**src/rtl/inst_encoder_pkg.sv**
```systemverilog
// Shared RV32I encoding constants: instruction kinds, opcodes, ALU control codes.
// Also imported by the control-unit decoder so both sides agree on ALU codes.
package inst_encoder_pkg;

    typedef enum logic [3:0] {
        K_R     = 4'd0,
        K_I     = 4'd1,
        K_LOAD  = 4'd2,
        K_STORE = 4'd3,
        K_BR    = 4'd4,
        K_LUI   = 4'd5,
        K_AUIPC = 4'd6,
        K_JAL   = 4'd7,
        K_JALR  = 4'd8,
        K_CSR   = 4'd9
    } kind_e;

    localparam logic [6:0] OP_R     = 7'b0110011;
    localparam logic [6:0] OP_I     = 7'b0010011;
    localparam logic [6:0] OP_LOAD  = 7'b0000011;
    localparam logic [6:0] OP_STORE = 7'b0100011;
    localparam logic [6:0] OP_BR    = 7'b1100011;
    localparam logic [6:0] OP_LUI   = 7'b0110111;
    localparam logic [6:0] OP_AUIPC = 7'b0010111;
    localparam logic [6:0] OP_JAL   = 7'b1101111;
    localparam logic [6:0] OP_JALR  = 7'b1100111;
    localparam logic [6:0] OP_CSR   = 7'b1110011;

    localparam logic [4:0] ALU_ADD  = 5'b00000;
    localparam logic [4:0] ALU_SUB  = 5'b10000;
    localparam logic [4:0] ALU_SLL  = 5'b00100;
    localparam logic [4:0] ALU_SLT  = 5'b10111;
    localparam logic [4:0] ALU_SLTU = 5'b11000;
    localparam logic [4:0] ALU_XOR  = 5'b00011;
    localparam logic [4:0] ALU_SRL  = 5'b00101;
    localparam logic [4:0] ALU_SRA  = 5'b00110;
    localparam logic [4:0] ALU_OR   = 5'b00010;
    localparam logic [4:0] ALU_AND  = 5'b00001;

    localparam logic [6:0] F7_BASE = 7'b0000000;
    localparam logic [6:0] F7_ALT  = 7'b0100000;

    typedef struct packed {
        logic       ok;
        logic [6:0] f7;
        logic [2:0] f3;
    } alu_enc_t;

    // Inverse of the decoder's funct7/funct3 -> ALU code mapping.
    function automatic alu_enc_t alu_map(input logic [4:0] c);
        alu_enc_t r;
        r = '{ok: 1'b1, f7: F7_BASE, f3: 3'b000};
        case (c)
            ALU_ADD:  r.f3 = 3'b000;
            ALU_SUB:  begin r.f3 = 3'b000; r.f7 = F7_ALT; end
            ALU_SLL:  r.f3 = 3'b001;
            ALU_SLT:  r.f3 = 3'b010;
            ALU_SLTU: r.f3 = 3'b011;
            ALU_XOR:  r.f3 = 3'b100;
            ALU_SRL:  r.f3 = 3'b101;
            ALU_SRA:  begin r.f3 = 3'b101; r.f7 = F7_ALT; end
            ALU_OR:   r.f3 = 3'b110;
            ALU_AND:  r.f3 = 3'b111;
            default:  r.ok = 1'b0;
        endcase
        return r;
    endfunction

endpackage

```
**src/rtl/inst_fifo.sv**
```systemverilog
// Circular FIFO of encoded words with valid/ready on both sides.
// Head data comes straight from storage, so it holds while the consumer stalls.
module inst_fifo #(
    parameter int DEPTH = 4
) (
    input  logic        clk,
    input  logic        rst_n,
    input  logic        in_valid,
    output logic        in_ready,
    input  logic [31:0] in_data,
    output logic        out_valid,
    input  logic        out_ready,
    output logic [31:0] out_data
);

    localparam int AW = (DEPTH > 1) ? $clog2(DEPTH) : 1;
    localparam int CW = AW + 1;

    logic [31:0]   mem [DEPTH];
    logic [AW-1:0] wr_ptr;
    logic [AW-1:0] rd_ptr;
    logic [CW-1:0] count;
    logic          push;
    logic          pop;

    assign in_ready  = (count != CW'(DEPTH));
    assign out_valid = (count != '0);
    assign push      = in_valid && in_ready;
    assign pop       = out_valid && out_ready;
    assign out_data  = mem[rd_ptr];

    always_ff @(posedge clk) begin
        if (push) begin
            mem[wr_ptr] <= in_data;
        end
    end

    always_ff @(posedge clk or negedge rst_n) begin
        if (!rst_n) begin
            wr_ptr <= '0;
            rd_ptr <= '0;
            count  <= '0;
        end else begin
            if (push) wr_ptr <= wr_ptr + AW'(1);
            if (pop)  rd_ptr <= rd_ptr + AW'(1);
            case ({push, pop})
                2'b10:   count <= count + CW'(1);
                2'b01:   count <= count - CW'(1);
                default: count <= count;
            endcase
        end
    end

endmodule

```
**src/rtl/inst_encoder.sv**
```systemverilog
// RV32I instruction encoder feeding an in-order output FIFO with word addresses.
// Define INST_ENC_CSR_EN to enable encoding of CSR requests (kind 9).
module inst_encoder
    import inst_encoder_pkg::*;
#(
    parameter int          DEPTH     = 4,
    parameter logic [31:0] BASE_ADDR = 32'h0000_0000
) (
    input  logic        clk,
    input  logic        rst_n,
    input  logic        in_valid,
    output logic        in_ready,
    input  logic [3:0]  in_kind,
    input  logic [4:0]  in_aluctl,
    input  logic [2:0]  in_funct3,
    input  logic [4:0]  in_rd,
    input  logic [4:0]  in_rs1,
    input  logic [4:0]  in_rs2,
    input  logic [31:0] in_imm,
    output logic        out_valid,
    input  logic        out_ready,
    output logic [31:0] out_instr,
    output logic [31:0] out_addr,
    output logic        err,
    output logic [7:0]  err_cnt
);

    alu_enc_t    alu;
    logic        is_shift;
    logic        bad;
    logic [31:0] enc;
    logic        accept;

    assign alu      = alu_map(in_aluctl);
    assign is_shift = (in_aluctl == ALU_SLL) || (in_aluctl == ALU_SRL) ||
                      (in_aluctl == ALU_SRA);
    assign accept   = in_valid && in_ready;

    always_comb begin
        enc = '0;
        bad = 1'b0;
        case (in_kind)
            K_R: begin
                enc = {alu.f7, in_rs2, in_rs1, alu.f3, in_rd, OP_R};
                bad = !alu.ok;
            end
            K_I: begin
                if (is_shift)
                    enc = {alu.f7, in_imm[4:0], in_rs1, alu.f3, in_rd, OP_I};
                else
                    enc = {in_imm[11:0], in_rs1, alu.f3, in_rd, OP_I};
                bad = !alu.ok || (in_aluctl == ALU_SUB);
            end
            K_LOAD:
                enc = {in_imm[11:0], in_rs1, in_funct3, in_rd, OP_LOAD};
            K_STORE:
                enc = {in_imm[11:5], in_rs2, in_rs1, in_funct3,
                       in_imm[4:0], OP_STORE};
            K_BR:
                enc = {in_imm[12], in_imm[10:5], in_rs2, in_rs1, in_funct3,
                       in_imm[4:1], in_imm[11], OP_BR};
            K_LUI:
                enc = {in_imm[31:12], in_rd, OP_LUI};
            K_AUIPC:
                enc = {in_imm[31:12], in_rd, OP_AUIPC};
            K_JAL:
                enc = {in_imm[20], in_imm[10:1], in_imm[11], in_imm[19:12],
                       in_rd, OP_JAL};
            K_JALR:
                enc = {in_imm[11:0], in_rs1, 3'b000, in_rd, OP_JALR};
            K_CSR: begin
`ifdef INST_ENC_CSR_EN
                enc = {in_imm[11:0], in_rs1, in_funct3, in_rd, OP_CSR};
`else
                bad = 1'b1;
`endif
            end
            default:
                bad = 1'b1;
        endcase
    end

    // Illegal requests still handshake (fifo ready) but never reach storage.
    inst_fifo #(
        .DEPTH(DEPTH)
    ) u_fifo (
        .clk       (clk),
        .rst_n     (rst_n),
        .in_valid  (in_valid && !bad),
        .in_ready  (in_ready),
        .in_data   (enc),
        .out_valid (out_valid),
        .out_ready (out_ready),
        .out_data  (out_instr)
    );

    always_ff @(posedge clk or negedge rst_n) begin
        if (!rst_n) begin
            err      <= 1'b0;
            err_cnt  <= '0;
            out_addr <= BASE_ADDR;
        end else begin
            err <= accept && bad;
            if (accept && bad && (err_cnt != 8'hFF))
                err_cnt <= err_cnt + 8'd1;
            if (out_valid && out_ready)
                out_addr <= out_addr + 32'd4;
        end
    end

endmodule

```
**config.mk**
```make
export PLATFORM = sky130hd
export DESIGN_NAME = inst_encoder
export DESIGN_NICKNAME = d
export VERILOG_FILES = /design/src/rtl/inst_encoder_pkg.sv /design/src/rtl/inst_fifo.sv /design/src/rtl/inst_encoder.sv
export SDC_FILE = /design/constraint.sdc
export NUM_CORES = 1
export LEC_CHECK = 0
export CAP_MARGIN = 20
export CORE_ASPECT_RATIO = 0.5
export CORE_MARGIN = 5
export CORE_UTILIZATION = 41
export CTS_CLUSTER_DIAMETER = 40
export DETAILED_ROUTE_END_ITERATION = 6
export HOLD_SLACK_MARGIN = 0.06
export PLACE_DENSITY_LB_ADDON = 0.25
export SLEW_MARGIN = 10
export SYNTH_ARGS = -nofsm -noshare
export SYNTH_HDL_FRONTEND = slang
export SYNTH_SLANG_ARGS = --single-unit
```
**constraint.sdc**
```tcl
create_clock -name clk -period 3.8 [get_ports clk]
set_input_delay 1.14 -clock clk [delete_from_list [all_inputs] [get_ports clk]]
set_output_delay 1.14 -clock clk [all_outputs]
set_load 0.02 [all_outputs]
```
==> results of run 1 <==
==> layout by cell type, fill, tap and decap left out, types with 10 or more instances in the layout <==
master                            synthesis  final
sky130_fd_sc_hd__nand2_1                 29     29
sky130_fd_sc_hd__clkbuf_16                0     17
sky130_fd_sc_hd__o21ai_0                 11     11
sky130_fd_sc_hd__edfxtp_1               124    124
sky130_fd_sc_hd__nand3_1                 15     15
sky130_fd_sc_hd__dfrtp_1                 46     45
sky130_fd_sc_hd__xnor2_1                 21     21
sky130_fd_sc_hd__a22o_1                  10     10
sky130_fd_sc_hd__xor2_1                  22     22
sky130_fd_sc_hd__buf_4                    4     15
sky130_fd_sc_hd__nor2_1                  23     23
sky130_fd_sc_hd__mux4_2                  31     31
sky130_fd_sc_hd__nor3_1                  10     10
sky130_fd_sc_hd__inv_1                   23     23
sky130_fd_sc_hd__clkdlybuf4s50_1          0    134
==> through the flow <==
step | setup slack [ns] | power (µW) | utilization (%) | hold slack (ns)
CTS | 0.281 | 6280 | 54.1 | 0.491
global route | 0.221 | 6500 | 54.3 | 0.509
finish | 0.336 | 6200 | 54.3 | 0.478
global placement | 0.111 | 4660 | 51.2 | 0.457
floorplan | 0.281 | 3720 | - | 0.494
detailed placement | 0.0422 | 4690 | 51.2 | 0.482
==> final timing paths <==
check | slack [ns] | start | to | cells after the start
max | 0.34 | u_fifo.rd_ptr[0]$_DFFE_PN0P_ | out_instr[14] | 3
min | 0.48 | out_addr[31]$_DFFE_PN0P_ | out_addr[31]$_DFFE_PN0P_ | 1
max reg2reg | 1.33 | u_fifo.count[0]$_DFFE_PN0P_ | u_fifo.count[2]$_DFFE_PN0P_ | 8
min reg2reg | 0.48 | out_addr[31]$_DFFE_PN0P_ | out_addr[31]$_DFFE_PN0P_ | 1
max in group asynchronous | 2.64 | rst_n | out_addr[8]$_DFFE_PN0P_ | 2
min in group asynchronous | 0.66 | rst_n | err_cnt[4]$_DFFE_PN0P_ | 1
==> flip-flops by register name, indices dropped and copies added, names as in the netlist <==
| name | flops |
|---|---|
| err | 1 |
| err_cnt | 8 |
| out_addr | 30 |
| u_fifo.count | 3 |
| u_fifo.mem | 124 |
| u_fifo.rd_ptr | 2 |
| u_fifo.wr_ptr | 2 |
==> routing by layer <==
metal  global-route usage [%]  part of all wire, %  vias up  routed length (µm)
met1                     21.4                   45     2418                7640
met4                     3.19                 0.61        0                 104
li1                         -                    -     2221                   -
met3                     3.57                  4.4        9                 750
met2                     27.6                   50       99                8630
met5                        0                    0        -                   0
==> area by class of cell <==
class                   instances  area (µm²)
multi-input cells             288        2530
inverters                      23        86.3
well taps                     240         300
clock buffers                  17         425
flip-flops and latches        170        4880
clock inverters                15         114
fillers                      1529        8370
repair buffers                157        1600
==> power by group <==
group	total (µW)	internal [µW]	switching [µW]	leakage (µW)
clock	1590	848	740	0.000265
sequential	2450	2280	175	0.00173
combinational	2160	1080	1070	0.00169
==> kinds of logic after synthesis <==
group           count (synthesis)
xor+xnor                       43
simple gates                  123
compound gates                 69
mux                            43
other cells                     1
fa+ha+maj                       8
buf+inv                        46
flops                         170
==> parameters.txt, run 1 <==
Parameter                              Value

Status
  Outcome    completed

Layout
  Layout cells sized above 1    16.3%
  Net count reported at finish    728
  Final antenna diode count    0
  Finished Cell Area    9930 µm²
  Layout Area Growth over Synthesis    30.6%
  Final std cells w/o fill    910

Synth
  Cell type with the largest total area after synthesis    sky130_fd_sc_hd__edfxtp_1
  Leading post-synthesis cells by cell area    sky130_fd_sc_hd__edfxtp_1 49%, sky130_fd_sc_hd__dfrtp_1 15%, sky130_fd_sc_hd__mux4_2 9.2%
  Ys Warns    0
  Post-Synth Adder-Cell Area    1.41%
  Top cell type's share of synthesized area    49.0%
  Area of the mapped netlist    7600 µm²
  Share of synthesized area occupied by flip-flops and latches    64.1%
  Complex-gate fraction of the synthesized area    7.01%
  Post-Syn Instances    503
  Synth Area in Simple Gates    8.92%
  Most common cell in the netlist    sky130_fd_sc_hd__edfxtp_1
  Largest family of logic cells by synthesized area    multiplexers
  Ys async rst share    27.1%
  Register bit count reported by yosys    170
  Number of different library cells in the post-synthesis netlist    65
  Primary FF master, synth    sky130_fd_sc_hd__edfxtp_1
  Multiplexer share of the synthesized area    10.9%
  Parity-gate share of the synthesized area counting xor and xnor cells    4.95%
  Most numerous cell types in the synthesized netlist    124 x sky130_fd_sc_hd__edfxtp_1, 46 x sky130_fd_sc_hd__dfrtp_1, 31 x sky130_fd_sc_hd__mux4_2
  Post-Syn Area per Cell    15.1 µm²
  Number of flops mapped to enable cells by yosys    124

Floorplanning
  Number of top-level pins    138
  Starting Density    41.5%
  Core region area    18,300 µm²
  Die area    21,500 µm²
  Number of placement rows    35
  Die extent in y    106 µm
  Floorplan die width    203 µm

Critical path
  Worst-path maximum fanout    28
  Library cell contributing the largest single delay on the critical path    sky130_fd_sc_hd__mux4_2
  Buf+Inv Stages, Crit Path    2
  Series of cell instances along the critical path    buf_12 -> mux4_2 -> clkdlybuf4s50_1
  CP Data Arrival Time    2.32 ns
  Kind of critical path    reg -> out
  Data required time at the worst endpoint    2.66 ns
  Delay-heaviest family, CP    buffers and inverters
  Startpoint kind of the worst setup timing path    register
  Capturing element type of the critical path    output port
  Crit-path max cell delay    0.58 ns

Placed design
  Post-DP Area    9370 µm²
  Weighted congestion reported at the end of routability-driven placement    0.817
  Half-perimeter wire length after placement    11.9 mm
  Number of buffers inserted by port buffering    135
  Placed Cells incl. Taps    877

Global route
  Via count of the first global-routing pass    4,868
  First-pass GRT wire length    27.0 mm
  Initial antenna violation count    0
  Largest net degree at the start of global routing    47
  Final global-route overflow total    0
  GRT Resource Usage Total    16.1%

Timing
  Time the worst path needs with I/O delays and setup    3.46 ns
  Setup clock skew after layout    0.00747 ns
  Pin slew with the least headroom to its limit    0.837 ns
  Pins over their slew limit    0
  Sum of negative setup slack    0 ns
  Final setup violation count    0
  Fin. Hold Viols    0
  Achievable frequency    289 MHz
  Relative slew slack    43.9%
  RSZ-0062 raised after global routing    no
  Final Cycle Share    91.2%

Drt
  Mean routed wirelength per cell    18.8 µm
  DRC violation total after the first TritonRoute iteration    273
  Final wirelength    17.1 mm
  First drt pass iteration count    4
  Mean number of vias per cell    5.22
  Number of vias after detailed routing    4,747
  Antenna-violating nets left    0
  Post-route DRC    0

Power
  Power density over cell area    624 nW/µm²
  Worst vdd rail ir drop    377 µV
  Leakage power total    0.00369 µW

Clock tree
  Post-CTS Setup Repair Bufs    0
  Clock slew at reported path FFs    0.07 ns
  Hold buffer count at CTS    0
  Clock network latency to the later pin of the worst-skew pair    0.42 ns
  Post-CTS Resized    0
  Root Driver    sky130_fd_sc_hd__clkbuf_16
  TritonCTS clock tree    done
  Total CTS buffers    17
  Count of H-tree levels built during CTS    4
  Buffers from clock root to sink, at most    2
  Number of sinks on the clock net    170

Worst hold path
  Class of the tightest hold or removal check    reg -> reg

Job
  Max-Cap Viols    0
No activity file was read; power rests on OpenSTA's default activity.
==> run 2, diff against run 1 <==
--- a/config.mk
+++ b/config.mk
@@ -12,7 +12,7 @@
 export CTS_CLUSTER_DIAMETER = 40
 export DETAILED_ROUTE_END_ITERATION = 6
 export HOLD_SLACK_MARGIN = 0.06
-export PLACE_DENSITY_LB_ADDON = 0.25
+export PLACE_DENSITY_LB_ADDON = 0.05
 export SLEW_MARGIN = 10
 export SYNTH_ARGS = -nofsm -noshare
 export SYNTH_HDL_FRONTEND = slang
==> parameters.txt, run 2 (synthesis results as in run 1) <==
Parameter                              Value

Status
  Outcome    completed

Global route
  Via count of the first global-routing pass    4,829
  Final global-route overflow total    0
  First-pass GRT wire length    27.4 mm
  Initial antenna violation count    1
  Largest net degree at the start of global routing    32
  GRT Resource Usage Total    16.7%

Clock tree
  Buffers from clock root to sink, at most    2
  TritonCTS clock tree    done
  Root Driver    sky130_fd_sc_hd__clkbuf_16
  Post-CTS Setup Repair Bufs    0
  Clock network latency to the later pin of the worst-skew pair    0.42 ns
  Post-CTS Resized    0
  Hold buffer count at CTS    0
  Total CTS buffers    17
  Count of H-tree levels built during CTS    4
  Clock slew at reported path FFs    0.07 ns
  Number of sinks on the clock net    170

Critical path
  Delay-heaviest family, CP    buffers and inverters
  Series of cell instances along the critical path    buf_12 -> mux4_2 -> clkdlybuf4s50_1
  Startpoint kind of the worst setup timing path    register
  Crit-path max cell delay    0.60 ns
  CP Data Arrival Time    2.41 ns
  Worst setup path startpoint    u_fifo.rd_ptr[0]$_DFFE_PN0P_
  Critical path destination    out_instr[31]
  WP depth    3
  Data required time at the worst endpoint    2.66 ns
  End of the worst register-to-register path    u_fifo.count[2]$_DFFE_PN0P_
  Worst reg2reg path startpoint    u_fifo.count[0]$_DFFE_PN0P_
  Number of cells traversed by the worst register-to-register path    8
  Buf+Inv Stages, Crit Path    2
  Worst-path maximum fanout    20
  Capturing element type of the critical path    output port
  Worst-case register-to-register setup slack    1.44 ns
  Library cell contributing the largest single delay on the critical path    sky130_fd_sc_hd__dfrtp_2
  Kind of critical path    reg -> out

Timing
  Achievable frequency    282 MHz
  Sum of negative setup slack    0 ns
  Pins over their slew limit    0
  Time the worst path needs with I/O delays and setup    3.55 ns
  Setup clock skew after layout    0.00971 ns
  Relative slew slack    46.2%
  Final Cycle Share    93.4%
  Final setup violation count    0
  Pin slew with the least headroom to its limit    0.802 ns
  Fin. Hold Viols    0
  RSZ-0062 raised after global routing    no

Placed design
  Post-DP Area    9410 µm²
  Number of buffers inserted by port buffering    135
  Weighted congestion reported at the end of routability-driven placement    0.769
  Half-perimeter wire length after placement    12.1 mm

Layout
  Layout cells sized above 1    16.9%
  Layout Area Growth over Synthesis    31.3%
  Final core utilization    54.5%
  Number of flip-flops in the largest register    124
  Most used cells in the layout excluding fill and tap cells    134 x sky130_fd_sc_hd__clkdlybuf4s50_1, 124 x sky130_fd_sc_hd__edfxtp_1, 45 x sky130_fd_sc_hd__dfrtp_1
  Register ranked first by flip-flop count    u_fifo.mem
  Most common cell after layout, fill and taps aside    sky130_fd_sc_hd__clkdlybuf4s50_1
  Net count reported at finish    733
  Top Registers    u_fifo.mem x124, out_addr x30, err_cnt x8
  Finished Cell Area    9980 µm²
  FILL cells    1,507

Drt
  Final wirelength    17.6 mm
  DRC violation total after the first TritonRoute iteration    242
  Post-route DRC    0
  Mean number of vias per cell    5.15
  First drt pass iteration count    4
  Antenna-violating nets left    0
  Number of vias after detailed routing    4,720
  Mean routed wirelength per cell    19.2 µm

Job
  Max-Cap Viols    0

Floorplanning
  Core region area    18,300 µm²
  Floorplan die width    203 µm
  Number of top-level pins    138
  Number of placement rows    35
  Die extent in y    106 µm
  Die area    21,500 µm²
  Starting Density    41.5%

Power
  Power density over cell area    629 nW/µm²
  Leakage power total    0.00372 µW
  PnR Total Power    6280 µW
  Worst vdd rail ir drop    357 µV

Worst hold path
  Class of the tightest hold or removal check    reg -> reg
-- run 2: cell count changes in the layout (fill, tap and decap cells not counted), moves of 2 or more --
cell,previous run,this run
sky130_fd_sc_hd__inv_8,0,5
sky130_fd_sc_hd__clkinv_2,4,0
sky130_fd_sc_hd__clkinv_8,0,2
sky130_fd_sc_hd__buf_12,7,5
sky130_fd_sc_hd__inv_6,7,3
sky130_fd_sc_hd__buf_4,15,22
-- run 2: per-layer routing --
layer | up-vias | global-route usage, % | routed length, µm
met4 | 2 | 3.92 | 110
met2 | 103 | 26.4 | 8440
li1 | 2244 | - | -
met3 | 8 | 5.06 | 1050
met5 | - | 0 | 20
met1 | 2363 | 22.9 | 8010
-- run 2: worst min path at each step --
stage / from / endpoint / slack, ns / depth (start not counted)
final: out_addr[31]$_DFFE_PN0P_ / out_addr[31]$_DFFE_PN0P_ / 0.47 / 1
after floorplan: u_fifo.count[2]$_DFFE_PN0P_ / u_fifo.count[2]$_DFFE_PN0P_ / 0.49 / 1
after CTS: out_addr[31]$_DFFE_PN0P_ / out_addr[31]$_DFFE_PN0P_ / 0.48 / 1
after global routing: out_addr[31]$_DFFE_PN0P_ / out_addr[31]$_DFFE_PN0P_ / 0.48 / 1
after global placement: out_addr[31]$_DFFE_PN0P_ / out_addr[31]$_DFFE_PN0P_ / 0.46 / 1
after detailed placement: out_addr[31]$_DFFE_PN0P_ / out_addr[31]$_DFFE_PN0P_ / 0.47 / 1
-- run 2: layout make-up --
cell class	instances	area (µm²)	area share (%)
Clock buffer	17	425	4.26
Sequential cell	170	4880	48.8
Antenna cell	1	2.50	0.0251
Timing Repair Buffer	162	1610	16.1
Tap cell	240	300	3.01
Multi-Input combinational cell	288	2530	25.4
Clock inverter	15	151	1.52
Inverter	23	86.3	0.865
-- run 2: power by group --
part | total, µW | internal (µW) | switching (µW)
Clock | 1680 | 876 | 801
Sequential | 2450 | 2280 | 173
Combinational | 2150 | 1080 | 1070
Total | 6280 | 4240 | 2040
-- run 2: metrics by stage --
step | hold WS [ns] | setup WS (ns) | std cells
after global routing | 0.484 | 0.105 | 915
after global placement | 0.459 | 0.144 | 883
after floorplan | 0.494 | 0.281 | 504
after CTS | 0.478 | 0.158 | 915
after detailed placement | 0.468 | 0.107 | 883
final | 0.474 | 0.252 | 916
